**config.mk**
```make
export PLATFORM = sky130hd
export DESIGN_NAME = lsu_dbus_ctrl
export DESIGN_NICKNAME = d
export VERILOG_FILES = /design/src/rtl/lsu_dbus_ctrl_pkg.sv /design/src/rtl/lsu_load_align.sv /design/src/rtl/lsu_dbus_ctrl.sv
export SDC_FILE = /design/constraint.sdc
export NUM_CORES = 1
export LEC_CHECK = 0
export BUFFER_PORTS_ARGS = -buffer_cell sky130_fd_sc_hd__buf_2
export CAP_MARGIN = 0
export CORE_MARGIN = 2
export CORE_UTILIZATION = 48
export DETAILED_ROUTE_END_ITERATION = 7
export GPL_TIMING_DRIVEN = 0
export PLACE_DENSITY = 0.83
export SETUP_SLACK_MARGIN = 0.2
export SYNTH_ARGS = -nofsm -noshare
export SYNTH_HDL_FRONTEND = slang
export SYNTH_SLANG_ARGS = --single-unit
```
**constraint.sdc**
```tcl
create_clock -name clk -period 2.28 [get_ports clk]
set_input_delay 0.342 -clock clk [delete_from_list [all_inputs] [get_ports clk]]
set_output_delay 0.342 -clock clk [all_outputs]
set_load 0.1 [all_outputs]
```
**src/rtl/lsu_dbus_ctrl_pkg.sv**
```systemverilog
// lsu_dbus_ctrl_pkg: shared state, size, load-format and exception encodings for the LSU bus controller
package lsu_dbus_ctrl_pkg;
  localparam int LSU_STATE_WIDTH = 2;
  typedef enum logic [LSU_STATE_WIDTH-1:0] {
    LSU_IDLE   = 2'd0,
    LSU_REQ    = 2'd1,
    LSU_WAIT_R = 2'd2,
    LSU_DRAIN  = 2'd3
  } lsu_state_e;
  localparam logic [1:0] SIZE_BYTE = 2'b00;
  localparam logic [1:0] SIZE_HALF = 2'b01;
  localparam logic [1:0] SIZE_WORD = 2'b10;
  localparam logic [4:0] L_MASK_LB  = 5'b10001;
  localparam logic [4:0] L_MASK_LBU = 5'b00001;
  localparam logic [4:0] L_MASK_LH  = 5'b10011;
  localparam logic [4:0] L_MASK_LHU = 5'b00011;
  localparam logic [4:0] L_MASK_LW  = 5'b11111;
  localparam logic [1:0] LSU_EXP_NONE        = 2'b00;
  localparam logic [1:0] LSU_EXP_LD_MISALIGN = 2'b01;
  localparam logic [1:0] LSU_EXP_ST_MISALIGN = 2'b10;
  localparam logic [1:0] LSU_EXP_BUS_ERR     = 2'b11;
  // Halfwords need an even address, words a 4-byte-aligned one; bytes are always aligned.
  function automatic logic is_misaligned(input logic [1:0] size, input logic [1:0] lo);
    return (size == SIZE_HALF && lo[0]) || (size == SIZE_WORD && lo != 2'b00);
  endfunction
endpackage

```
**src/rtl/lsu_load_align.sv**
```systemverilog
// lsu_load_align: selects the addressed byte/half of a bus word and sign/zero-extends it
module lsu_load_align
  import lsu_dbus_ctrl_pkg::*;
#(
  parameter int XLEN = 32
) (
  input  logic [XLEN-1:0] rdata,
  input  logic [1:0]      offset,
  input  logic [4:0]      l_mask,
  output logic [XLEN-1:0] data
);
  logic [7:0]  b;
  logic [15:0] h;
  // Lane select followed by extension; word loads pass through and ignore the sign bit.
  always_comb begin
    b    = rdata[8*offset +: 8];
    h    = offset[1] ? rdata[XLEN-1:XLEN-16] : rdata[15:0];
    data = l_mask[3:0] == L_MASK_LB[3:0] ? {{(XLEN-8){l_mask[4] & b[7]}}, b}
         : l_mask[3:0] == L_MASK_LH[3:0] ? {{(XLEN-16){l_mask[4] & h[15]}}, h}
         : rdata;
  end
endmodule

```
**src/rtl/lsu_dbus_ctrl.sv**
```systemverilog
// lsu_dbus_ctrl: issues one load/store at a time on a req/gnt + rvalid data bus and returns formatted load data
module lsu_dbus_ctrl
  import lsu_dbus_ctrl_pkg::*;
#(
  parameter int XLEN          = 32,
  parameter int RF_ADDR_WIDTH = 5
) (
  input  logic                     clk,
  input  logic                     rst_n,
  input  logic                     pipe_flush,
  input  logic                     ex_mem_re,
  input  logic                     ex_mem_we,
  input  logic [XLEN-1:0]          ex_ls_addr,
  input  logic [1:0]               ex_size,
  input  logic [4:0]               ex_l_mask,
  input  logic [3:0]               ex_byte_we,
  input  logic [XLEN-1:0]          ex_mem_wdata,
  input  logic [RF_ADDR_WIDTH-1:0] ex_rf_waddr,
  output logic                     lsu_stall,
  output logic                     lsu_rdata_valid,
  output logic [XLEN-1:0]          lsu_rdata,
  output logic [RF_ADDR_WIDTH-1:0] lsu_rf_waddr,
  output logic                     lsu_exp_flag,
  output logic [1:0]               lsu_exp_cause,
  output logic                     dbus_req,
  output logic                     dbus_we,
  output logic [XLEN-1:0]          dbus_addr,
  output logic [3:0]               dbus_be,
  output logic [XLEN-1:0]          dbus_wdata,
  input  logic                     dbus_gnt,
  input  logic                     dbus_rvalid,
  input  logic [XLEN-1:0]          dbus_rdata,
  input  logic                     dbus_err
);
  lsu_state_e               state;
  logic [4:0]               l_mask_q;
  logic [1:0]               offset_q;
  logic [RF_ADDR_WIDTH-1:0] rf_waddr_q;
  logic [XLEN-1:0]          load_data;
  logic                     req_v;
  logic                     mis;
  logic                     accept;
  assign req_v    = ex_mem_re | ex_mem_we;
  assign mis      = is_misaligned(ex_size, ex_ls_addr[1:0]);
  assign accept   = rst_n && state == LSU_IDLE && req_v && !pipe_flush && !mis;
  assign dbus_req = state == LSU_REQ;
  lsu_load_align #(.XLEN(XLEN)) u_align (
    .rdata  (dbus_rdata),
    .offset (offset_q),
    .l_mask (l_mask_q),
    .data   (load_data)
  );
  // Stall holds the pipeline from acceptance until the response cycle, which releases it on the same edge.
  always_comb begin
    lsu_stall = state == LSU_IDLE ? accept
              : state == LSU_REQ  ? 1'b1
              : !dbus_rvalid;
  end
  // Request capture, bus handshake sequencing and registered result/exception pulses.
  always_ff @(posedge clk or negedge rst_n) begin
    if (!rst_n) begin
      state           <= LSU_IDLE;
      dbus_we         <= 1'b0;
      dbus_addr       <= '0;
      dbus_be         <= '0;
      dbus_wdata      <= '0;
      l_mask_q        <= '0;
      offset_q        <= '0;
      rf_waddr_q      <= '0;
      lsu_rdata_valid <= 1'b0;
      lsu_rdata       <= '0;
      lsu_rf_waddr    <= '0;
      lsu_exp_flag    <= 1'b0;
      lsu_exp_cause   <= LSU_EXP_NONE;
    end else begin
      lsu_rdata_valid <= 1'b0;
      lsu_exp_flag    <= 1'b0;
      lsu_exp_cause   <= LSU_EXP_NONE;
      case (state)
        LSU_IDLE: begin
          if (accept) begin
            dbus_we    <= ex_mem_we;
            dbus_addr  <= {ex_ls_addr[XLEN-1:2], 2'b00};
            dbus_be    <= ex_mem_we ? ex_byte_we : 4'hF;
            dbus_wdata <= ex_mem_wdata;
            l_mask_q   <= ex_l_mask;
            offset_q   <= ex_ls_addr[1:0];
            rf_waddr_q <= ex_rf_waddr;
            state      <= LSU_REQ;
          end else if (req_v && !pipe_flush && mis) begin
            lsu_exp_flag  <= 1'b1;
            lsu_exp_cause <= ex_mem_we ? LSU_EXP_ST_MISALIGN : LSU_EXP_LD_MISALIGN;
          end
        end
        LSU_REQ: begin
          if (dbus_gnt) state <= pipe_flush ? LSU_DRAIN : LSU_WAIT_R;
          else if (pipe_flush) state <= LSU_IDLE;
        end
        LSU_WAIT_R: begin
          if (dbus_rvalid) begin
            state <= LSU_IDLE;
            if (!pipe_flush && dbus_err) begin
              lsu_exp_flag  <= 1'b1;
              lsu_exp_cause <= LSU_EXP_BUS_ERR;
            end else if (!pipe_flush && !dbus_we) begin
              lsu_rdata_valid <= 1'b1;
              lsu_rdata       <= load_data;
              lsu_rf_waddr    <= rf_waddr_q;
            end
          end else if (pipe_flush) begin
            state <= LSU_DRAIN;
          end
        end
        LSU_DRAIN: if (dbus_rvalid) state <= LSU_IDLE;
        default: state <= LSU_IDLE;
      endcase
    end
  end
endmodule

```
== Yosys cells after proc, flatten, opt, wreduce, memory -nomap -nowiden ==
Cells that the tools add are included.

* Flip-flop bits (word level): 122
* Output and inout bits: 112
* Logic and storage cells: 78

* Equal/unequal tests: 11
* Shifts and indexed selects: 1
* Muxes and demuxes: 29
* Bitwise logic cells: 4
* Reduce and logical (&&, ||, !) cells: 20

{| class="wikitable"
|+ Operators with widths
! operator !! count
|-
| $mux 32 || 2
|-
| $shiftx 32x6->8 || 1
|-
| $mux 2 || 11
|-
| $mux 16 || 1
|-
| $mux 1 || 11
|-
| $logic_and 1x1->1 || 10
|-
| $pmux 2 s4 || 1
|-
| $reduce_and 4->1 || 2
|-
| $eq 2x2->1 const B || 3
|-
| $eq 2x1->1 const B || 2
|-
| $eq 4x1->1 const B || 1
|-
| $eq 4x2->1 const B || 1
|-
| $logic_not 1->1 || 4
|-
| $mux 4 || 1
|-
| $ne 2x2->1 const B || 2
|-
| $pmux 2 s2 || 1
|-
| $ne 3x2->1 const B || 1
|-
| $ne 3x3->1 const B || 1
|-
| $and 1x1->1 || 2
|-
| $logic_not 2->1 || 1
|-
| $pmux 1 s2 || 1
|-
| $reduce_and 2->1 || 1
|-
| $reduce_bool 2->1 || 1
|-
| $logic_or 1x1->1 || 1
|-
| other kinds (2) || 2
|}

== Depth between registers and ports, before layout ==
Gate-level depths: netlist of the first run.

* Depth after elaboration: 7
* Depth in mapped cells: 7
* Mapped depth without buffers: 5

== Hierarchy ==
Synthesis of the first run repeated with hierarchy kept, for this count alone.

* Cell total of the unflattened synthesis: 399
* Area total of the unflattened synthesis: 6010.8 sq um

{| class="wikitable"
|+ Modules (own cells, without submodules)
! module !! times used !! cells an instance !! area an instance (sq um) !! seq. area each (sq um)
|-
| lsu_dbus_ctrl || 1 || 287 || 5023.6 || 3052.9
|-
| lsu_load_align || 1 || 112 || 987.2 || 0.0
|}

== Least setup slack after synthesis of the first run ==
Ideal clock, no wire load.

* Path kind: register to output
* From: register state[1]
* To: output lsu_stall
* Data arrival time: 2490 ps
* Required time: 1938 ps
* Path slack: -552 ps
* Stages on the path, launching flop included: 3
* Cells stage by stage: dfrtp_1 > nor2b_1 > or3b_2

{| class="wikitable"
|+ RTL lines
! item !! RTL line !! source
|-
| start, declared || lsu_dbus_ctrl.sv:35 || <nowiki>lsu_state_e state;</nowiki>
|-
| start signal, assigned || lsu_dbus_ctrl.sv:96 || <nowiki>if (dbus_gnt) state <= pipe_flush ? LSU_DRAIN : LSU_WAIT_R;</nowiki>
|-
| $eq 2x1->1 || - ||
|-
| net dbus_req || lsu_dbus_ctrl.sv:25 || <nowiki>output logic dbus_req,</nowiki>
|-
| $mux 1 || lsu_dbus_ctrl.sv:56 || <nowiki>: state == LSU_REQ ? 1'b1</nowiki>
|-
| $mux 1 || lsu_dbus_ctrl.sv:55 || <nowiki>lsu_stall = state == LSU_IDLE ? accept</nowiki>
|-
| end, declared || lsu_dbus_ctrl.sv:19 || <nowiki>output logic lsu_stall,</nowiki>
|}

The timed path passes the listed nets, and every way through them passes these cells.

== Final worst setup path of the first run ==
* From: register state[0]
* To: output lsu_stall

* Cells in the longest elaborated chain, start to end: 6

{| class="wikitable"
|+ RTL lines
! item !! RTL line !! source
|-
| $logic_not 2->1 || lsu_dbus_ctrl.sv:45, lsu_dbus_ctrl.sv:55 ||
|-
| $logic_and 1x1->1 (4 in a row) || lsu_dbus_ctrl.sv:45 || <nowiki>assign accept = rst_n && state == LSU_IDLE && req_v && !pipe_flush && !mis;</nowiki>
|-
| $mux 1 * || lsu_dbus_ctrl.sv:55 ||
|}

Every way passes the cells marked *; elsewhere a longest branch is shown, timed or not.

==> flow_summary.toml, run 1 <==
[run_status]
status = "finished, final reports clean"

[floorplan]
start_util_pct = 49.6
die_x_um = 110
coreArea_um2 = 10900
row_count = 38
io_pins = 232
fp.dieH_um = 110
die_area_um2 = 12200

[timing]
max_freq_ghz = 0.460
finalSetupViolations = 0
drv_slew = 0
rsz0062_at_grt = "true"
finalHoldViolations = 0
tightest_slew_ns = 0.552
fin_crit_ns = 2.17
slew_headroom_pct = 63.2
period_share_pct = 95.4
fin_skew_ns = 0.00890
fin_setup_tns_ns = 0

[worst_setup_path]
required_ns = 1.94
critPathMaxStageDelay_ns = 0.44
cp_slowest_cell = "dfrtp_2"
cp_max_fo = 4
arrival_ns = 1.83
crit_path_start_kind = "register"
path_class = "register to output pin"
critPathCaptureType = "output pin"
r2r_cells = 5
path_cells = "nor4_4, and3_4, buf_8, or3b_4, buf_12"

[yosys]
ys_ff_latch = 122
syn_area_um2 = 5430
synth_cells = 434
synth_seq_area_share_pct = 56.2
post-synth-top-area-cell = "dfrtp_1"
ys_warn_count = 0
yosys-top-cells-area = "dfrtp_1 56%, mux2_2 17%, mux4_1 3.4%"
synth_top_cell_area_share_pct = 56.2
synth_area_per_cell_um2 = 12.5
ys_types = 36

[global_routing]
track_usage_pct = 26.8
grt_pass1_wl_mm = 24.1
grt_pass1_vias = 4789
grt_max_degree = 46
overflow = 0
antenna_found_initial = 0

[detailed_routing]
wirelength_mm = 16.1
wire_per_inst_um = 18.9
drc = 0
ant_nets = 0
drt_iter0_drc = 311
first_pass_iters = 5
vias_per_cell = 5.49
num_vias = 4653

[cells_and_area]
nFillCells = 770
diodes = 0
area_growth_pct = 41.3
fin_area_um2 = 7670
post-route-util_pct = 70.2
final_nets = 815
drive_above_1_share_pct = 54.7

[clock_network]
cts_tree = "yes"
cts.sink_count = 122
cts_buffer_depth = 2
cts_buffers = 17
ctsHtreeMaxLevel = 4
clk_pin_slew_worst_paths_ns = 0.05
cts_root_buf = "clkbuf_16"
clkLatencyLatePin_ns = 0.42

[run]
max-cap-violations = 0

[placement]
place.gp.congestion = 0.890
place_area_um2 = 6800
dpl.hpwl_mm = 11.3
io_buffers = 229

[min_path]
hold_path_class = "input pin to asynchronous set/reset pin"
worst max-delay path, delay by kind of cell, from the launching register on:
| kind | cells | cell delay, ns |
|---|---|---|
| buffers and inverters | 2 | 0.27 |
| AND/OR/NAND/NOR | 3 | 0.71 |
| flip-flops | 1 | 0.44 |
cell usage after synthesis:
| cell | number |
|---|---|
| buf_4 | 2 |
| and3_4 | 1 |
| and2_1 | 2 |
| nor2b_1 | 1 |
| or3b_2 | 2 |
| and4bb_2 | 1 |
| o21ai_0 | 11 |
| a221oi_1 | 7 |
| nand2_1 | 36 |
| inv_1 | 2 |
| mux4_2 | 1 |
| nor4b_2 | 1 |
| nor4_1 | 1 |
| o21bai_1 | 16 |
| a21oi_1 | 10 |
| or4bb_1 | 1 |
| nor3b_2 | 1 |
| nand3b_1 | 11 |
| o21a_1 | 1 |
| conb_1 | 1 |
| and3_1 | 17 |
| a31oi_1 | 8 |
| nor2_1 | 26 |
| a211o_1 | 8 |
| buf_6 | 3 |
| buf_1 | 1 |
| a211oi_1 | 1 |
| clkbuf_1 | 16 |
| dfrtp_1 | 122 |
| buf_2 | 11 |
| mux4_1 | 7 |
| nand2b_1 | 7 |
| o311a_1 | 1 |
| mux2_2 | 80 |
| nand4_1 | 2 |
| nand3_1 | 15 |
layout make-up:
| type | instances | area [um^2] | area share (%) |
|---|---|---|---|
| Sequential cell | 122 | 3060 | 39.8 |
| Clock inverter | 10 | 164 | 2.14 |
| Clock buffer | 22 | 484 | 6.31 |
| Buffer | 33 | 188 | 2.45 |
| Tap cell | 140 | 175 | 2.28 |
| Inverter | 2 | 7.51 | 0.0978 |
| Multi-Input combinational cell | 278 | 2250 | 29.3 |
| Timing Repair Buffer | 241 | 1350 | 17.6 |
final timing paths:
path | slack [ns] | from | end
worst max-delay path | 0.11 | state[0] | lsu_stall
worst min-delay path | 0.02 | rst_n | lsu_rdata[0]
worst max register to register | 0.25 | l_mask_q[3] | lsu_rdata[6]
worst min register to register | 0.46 | rf_waddr_q[2] | lsu_rf_waddr[2]
max in group asynchronous | 1.50 | rst_n | dbus_addr[2]
min in group clk | 0.15 | ex_ls_addr[17] | dbus_addr[17]
metrics by stage:
step / std cells / setup slack (ns) / hold slack (ns)
final: 848 / 0.106 / 0.0236
after global routing: 848 / 0.0632 / 0.0449
after CTS: 844 / 0.0609 / 0.0250
after detailed placement: 805 / -0.430 / 0.249
after global placement: 804 / -1.85 / 0.449
after floorplan: 435 / 0.295 / 0.0464
cell families (layout without fill, tap and decap cells):
group / Yosys count / in the layout / share of synthesized area, %
simple gates: 125 / 125 / 12.1
flops: 122 / 122 / 56.2
mux: 88 / 88 / 20.4
compound gates: 63 / 63 / 7.95
buf+inv: 35 / 308 / 3.23
other cells: 1 / 2 / 0.0691
what timing repair did:
| item | in CTS | in global routing |
|---|---|---|
| endpoints found under the setup margin | 102 | 34 |
| hold buffers | 4 | 0 |
| buffers inserted | 2 | 4 |
| endpoints found under the hold margin | 33 | 0 |
| pin swaps | 0 | 3 |
| gates resized for setup | 12 | 18 |
| cloned | 1 | 0 |
metal layers:
| metal | global-route usage (%) | wire (um) | up-vias |
|---|---|---|---|
| li1 | - | - | 2085 |
| met2 | 45.5 | 8050 | 295 |
| met1 | 30.9 | 6000 | 2226 |
| met4 | 12.0 | 454 | 0 |
| met5 | 0 | 0 | - |
| met3 | 8.76 | 1550 | 47 |
sequential cells by signal (all words and copies together), names as in the netlist, 4 cells and up:
signal / count
dbus_wdata: 32
lsu_rf_waddr: 5
lsu_rdata: 32
l_mask_q: 5
rf_waddr_q: 5
dbus_be: 4
dbus_addr: 30
layout by cell type (no fill, tap or decap), types with 11 or more instances in the layout:
cell type  synthesis  final
nor2_1            26     26
mux2_2            80     80
nand3_1           15     15
dfrtp_1          122    120
and3_1            17     16
o21ai_0           11     11
nand2_1           36     36
clkbuf_16          0     17
buf_2             11    239
nand3b_1          11     11
o21bai_1          16     16
Power of run 1 is not shown: default switching activity piles up to over one toggle a cycle in this logic, so the estimate is an artifact.
==> inputs of run 2 (changes only) <==
--- a/config.mk
+++ b/config.mk
@@ -8,10 +8,11 @@
 export BUFFER_PORTS_ARGS = -buffer_cell sky130_fd_sc_hd__buf_2
 export CAP_MARGIN = 0
 export CORE_MARGIN = 2
-export CORE_UTILIZATION = 48
+export CORE_UTILIZATION = 49
+export CTS_BUF_LIST = sky130_fd_sc_hd__clkbuf_4
 export DETAILED_ROUTE_END_ITERATION = 7
 export GPL_TIMING_DRIVEN = 0
-export PLACE_DENSITY = 0.83
+export PLACE_DENSITY = 0.85
 export SETUP_SLACK_MARGIN = 0.2
 export SYNTH_ARGS = -nofsm -noshare
 export SYNTH_HDL_FRONTEND = slang
==> run 2 against run 1 <==
The run now ends with negative hold slack left. Highest routed layer unchanged. Register-to-register slack gained 0.03 ns. Utilization down 3.2 points. Critical path type unchanged. Count of clock-buffer cells in the layout decreased by 3. Routed wire length decreased by 4.9%. Critical path depth is the same. Cell count fell by 0.59%. Design area is 5.3% lower.
==> flow_summary.toml, run 2 (synthesis gave the netlist of run 1 again) <==
[cells_and_area]
diodes = 0
area_growth_pct = 33.8
post-route-util_pct = 67.0
layout.cells.most_common_list = "238 x buf_2, 119 x dfrtp_1, 80 x mux2_2"
final_common_cell = "buf_2"
reg_top3 = "dbus_wdata (32), lsu_rdata (32), dbus_addr (30)"
drive_above_1_share_pct = 54.2
final_nets = 811

[detailed_routing]
vias_per_cell = 5.36
drc = 0
wirelength_mm = 15.3
drt_iter0_drc = 230
num_vias = 4519
wire_per_inst_um = 18.1
ant_nets = 0
first_pass_iters = 5

[clock_network]
cts_root_buf = "clkbuf_4"
cts_hold_buf = 3
cts_tree = "yes"
cts_buffer_depth = 2
clk_pin_slew_worst_paths_ns = 0.11
cts_buffers = 17
cts.sink_count = 122
clkLatencyLatePin_ns = 0.50
ctsHtreeMaxLevel = 4

[floorplan]
io_pins = 232
row_count = 38
coreArea_um2 = 10800
die_x_um = 109
die_area_um2 = 11900
fp.dieH_um = 109
start_util_pct = 50.1

[worst_setup_path]
path_class = "register to output pin"
arrival_ns = 1.83
critPathCaptureType = "output pin"
cp_max_fo = 2
required_ns = 1.94
cp_slowest_cell = "dfrtp_2"
crit_start = "state[1]"
crit_path_start_kind = "register"
critPathMaxStageDelay_ns = 0.41
path_cells = "nor4_4, and3_1, clkbuf_8, or3b_4, buf_12"
rr_startpoint = "offset_q[0]"

[timing]
whs_ns = -0.149
finalHoldViolations = 88
fin_setup_tns_ns = 0
slew_headroom_pct = 62.6
fin_crit_ns = 2.17
finalSetupViolations = 0
rsz0062_at_grt = "true"
fin_skew_ns = 0.0192
period_share_pct = 95.2
max_freq_ghz = 0.461
tightest_slew_ns = 0.560
drv_slew = 0

[global_routing]
antenna_found_initial = 0
overflow = 0
grt_pass1_wl_mm = 23.6
grt_pass1_vias = 4821
track_usage_pct = 26.3
grt_max_degree = 90

[run]
max-cap-violations = 0

[run_status]
status = "finished with violations"
violations = "negative hold slack"

[placement]
dpl.hpwl_mm = 11.7
place.gp.congestion = 0.908
io_buffers = 229

[min_path]
hold_path_class = "input pin to asynchronous set/reset pin"
[run 2: worst max-delay path: cells and delay by family (launching register included)]
family | cells | cell delay (ns)
AND/OR/NAND/NOR | 3 | 0.61
buffers and inverters | 2 | 0.30
flip-flops | 1 | 0.41
[run 2: final timing paths]
path | end | slack (ns) | depth (start not counted)
setup / recovery | lsu_stall | 0.11 | 5
hold / removal | dbus_wdata[5] | -0.15 | 2
setup reg to reg | lsu_rdata[13] | 0.28 | 7
hold reg to reg | lsu_rf_waddr[0] | 0.48 | 2
max in group asynchronous | dbus_addr[3] | 1.62 | 4
min in group clk | l_mask_q[1] | 0.06 | 2
[run 2: area by class of cell]
type	instances	area (um^2)
plain buffers	33	186
clock buffers	19	143
clock inverters	12	174
fillers	810	3580
inverters	2	7.51
multi-input cells	278	2240
flip-flops and latches	122	3060
well taps	140	175
repair buffers	237	1280
[run 2: stage by stage]
| stage | cell area [um^2] | cells | hold WS (ns) | worst slack (ns) |
|---|---|---|---|---|
| global route | 7260 | 843 | -0.191 | -0.0107 |
| floorplan | 5440 | 435 | 0.0464 | 0.295 |
| detailed placement | 6800 | 805 | 0.258 | -0.364 |
| CTS | 7240 | 842 | -0.177 | 0.0468 |
| finish | 7260 | 843 | -0.149 | 0.109 |
| global placement | 6760 | 804 | 0.449 | -1.73 |
[run 2: per-layer routing]
layer | wire, um | vias up | track usage [%]
met3 | 1380 | 39 | 8.97
met5 | 0 | - | 0
met2 | 7630 | 235 | 45.3
li1 | - | 2078 | -
met1 | 5720 | 2167 | 29.9
met4 | 542 | 0 | 11.2
[run 2: what timing repair did]
action / in CTS / in global routing
setup buffers: 3 / 1
hold endpoints to repair: 34 / 88
gates resized for setup: 13 / 19
pin swaps: 1 / 3
endpoints found under the setup margin: 90 / 37
Power of run 2 is left out for the same reason.
==> inputs of run 3 (changes only) <==
==> constraint.sdc (replaced) <==
create_clock -name clk -period 2 [get_ports clk]
set_input_delay 0.3 -clock clk [delete_from_list [all_inputs] [get_ports clk]]
set_output_delay 0.3 -clock clk [all_outputs]
set_load 0.05 [all_outputs]
==> run 3 against run 2 <==
The flow finishes with violations (negative hold slack, negative setup slack). Clock skew is 0.0067 ns higher. Design area is 14% higher. Worst hold slack got worse by 0.044 ns. Utilization is 9.4 points higher. Critical path type unchanged. Highest routed layer unchanged. Cell count is 9.6% higher. Die area did not move. Via count grew 12%. Global-route usage is 5.6 points higher. Largest cell class unchanged.
==> flow_summary.toml, run 3 (synthesis gave the netlist of run 1 again) <==
[worst_setup_path]
critPathCaptureType = "output pin"
r2r_cells = 6
cp_slowest_cell = "dfrtp_2"
cp.buffers_inverters = 2
crit_path_start_kind = "register"
critPathMaxStageDelay_ns = 0.41
r2r_end = "dbus_addr[26]"
reg2reg_setup_slack_ns = 0.09
worst_path_dominant_cell_family = "simple AND/OR/NAND/NOR gates"
cp_max_fo = 2
required_ns = 1.70
rr_startpoint = "state[0]"
path_class = "register to output pin"
path_cells = "nor4_4, and3_1, clkbuf_8, or3b_4, buf_8"
arrival_ns = 1.82

[clock_network]
clk_pin_slew_worst_paths_ns = 0.11
cts_root_buf = "clkbuf_4"
cts_buffers = 17
cts.sink_count = 122
cts_buffer_depth = 2
ctsHtreeMaxLevel = 4
cts_tree = "yes"
clkLatencyLatePin_ns = 0.53

[cells_and_area]
final_cells = 924
area_growth_pct = 52.6
fin_area_um2 = 8290
reg_top3 = "dbus_wdata (32), lsu_rdata (32), dbus_addr (30)"
nFillCells = 665
final_common_cell = "buf_2"
final_nets = 890
layout.cells.most_common_list = "226 x buf_2, 118 x dfrtp_1, 80 x mux2_2"
drive_above_1_share_pct = 54.7

[global_routing]
busiest_layer = "met2"
grt.met2_usage_pct = 55.7
grt_max_degree = 99
antenna_found_initial = 1
overflow = 0
met1_usage_pct = 37.0
grt_pass1_wl_mm = 28.1
track_usage_pct = 31.9
grt_pass1_vias = 5286
met3_usage_pct = 8.61

[timing]
fin_crit_ns = 2.12
fin_setup_tns_ns = -0.117
fin_skew_ns = 0.0260
period_share_pct = 106
finalSetupViolations = 1
whs_ns = -0.193
worst_slack_ns = -0.117
max_freq_ghz = 0.472
drv_slew = 0
finalHoldViolations = 97
rsz0062_at_grt = "true"

[placement]
place.gp.congestion = 0.889
place_inst = 805
dpl.hpwl_mm = 11.8
io_buffers = 229
place_area_um2 = 6790

[detailed_routing]
first_pass_iters = 4
num_vias = 5082
wirelength_mm = 18.9
drt_iter0_drc = 371
drc = 0
ant_nets = 0
vias_per_cell = 5.50
wire_per_inst_um = 20.4

[floorplan]
row_count = 38
coreArea_um2 = 10800
io_pins = 232
start_util_pct = 50.1
die_area_um2 = 11900
fp.dieH_um = 109
die_x_um = 109

[pwr]
power_density_nw_per_um2 = 1780
ir_worst_vdd_mv = 1.65
power_w = 0.0147
power_leakage_nw = 4.10

[run_status]
violations = "negative hold slack, negative setup slack"
status = "finished with violations"

[run]
max-cap-violations = 0

[min_path]
hold_path_class = "input pin to asynchronous set/reset pin"
-- run 3: cell types whose count changed in the layout (fill, tap and decap cells not counted), sizes merged --
| cell | change |
|---|---|
| dlygate4sd3 | +63 |
| buf | +17 |
| clkbuf | -3 |
| clkinvlp | +2 |
| bufinv | +1 |
| clkinv | -1 |
| diode | +1 |
| inv | +1 |
-- run 3: worst max-delay path by stage --
stage	to	startpoint	depth (start not counted)
4_1_cts	lsu_stall	state[1]	5
3_3_place_gp	l_mask_q[1]	rst_n	5
2_1_floorplan	dbus_addr[10]	state[1]	5
3_5_place_dp	l_mask_q[1]	rst_n	6
6_report	lsu_stall	state[1]	5
5_1_grt	lsu_stall	state[1]	5
-- run 3: per-stage QoR --
step	utilization (%)	worst slack [ns]
4_1_cts	74.6	-0.159
6_report	76.4	-0.117
5_1_grt	76.4	-0.189
3_5_place_dp	62.7	-0.580
3_3_place_gp	62.4	-1.98
2_1_floorplan	-	0.186
-- run 3: layout make-up --
cell class	instances	area (um^2)	area share [%]
antenna	1	2.50	0.0302
tap	140	175	2.11
timing repair buffer	316	2060	24.8
sequential	122	3060	36.9
clock inverter	15	223	2.69
multi-input combinational	278	2340	28.2
buffer	33	298	3.59
clock buffer	17	128	1.54
inverter	2	7.51	0.0906
-- run 3: timing repair --
| item | in CTS | in global routing |
|---|---|---|
| hold buffers | 64 | 2 |
| setup buffers | 13 | 5 |
| hold endpoints to repair | 86 | 99 |
| gates resized for setup | 56 | 53 |
| gates cloned | 1 | 1 |
| pin swaps | 5 | 8 |
| endpoints found under the setup margin | 119 | 115 |
-- run 3: power breakdown --
group	switching, W	total [W]	internal, W
clock network	0.00101	0.00213	0.00112
registers	0.000764	0.00440	0.00363
logic	0.00571	0.00821	0.00250
-- run 3: routing by layer --
metal	wire [um]	share of wire [%]	vias up
li1	-	-	2232
met1	6990	37	2498
met2	9750	52	305
met3	1550	8.2	47
met4	559	3.0	0
met5	0	0	-
-- run 3: worst reg2reg max path, delay by kind of cell (launching register included) --
kind	cells	cell delay, ns
flops	1	0.44
simple gates	2	0.48
mux	1	0.37
buf+inv	3	0.53
(Power assumes the default switching activity.)
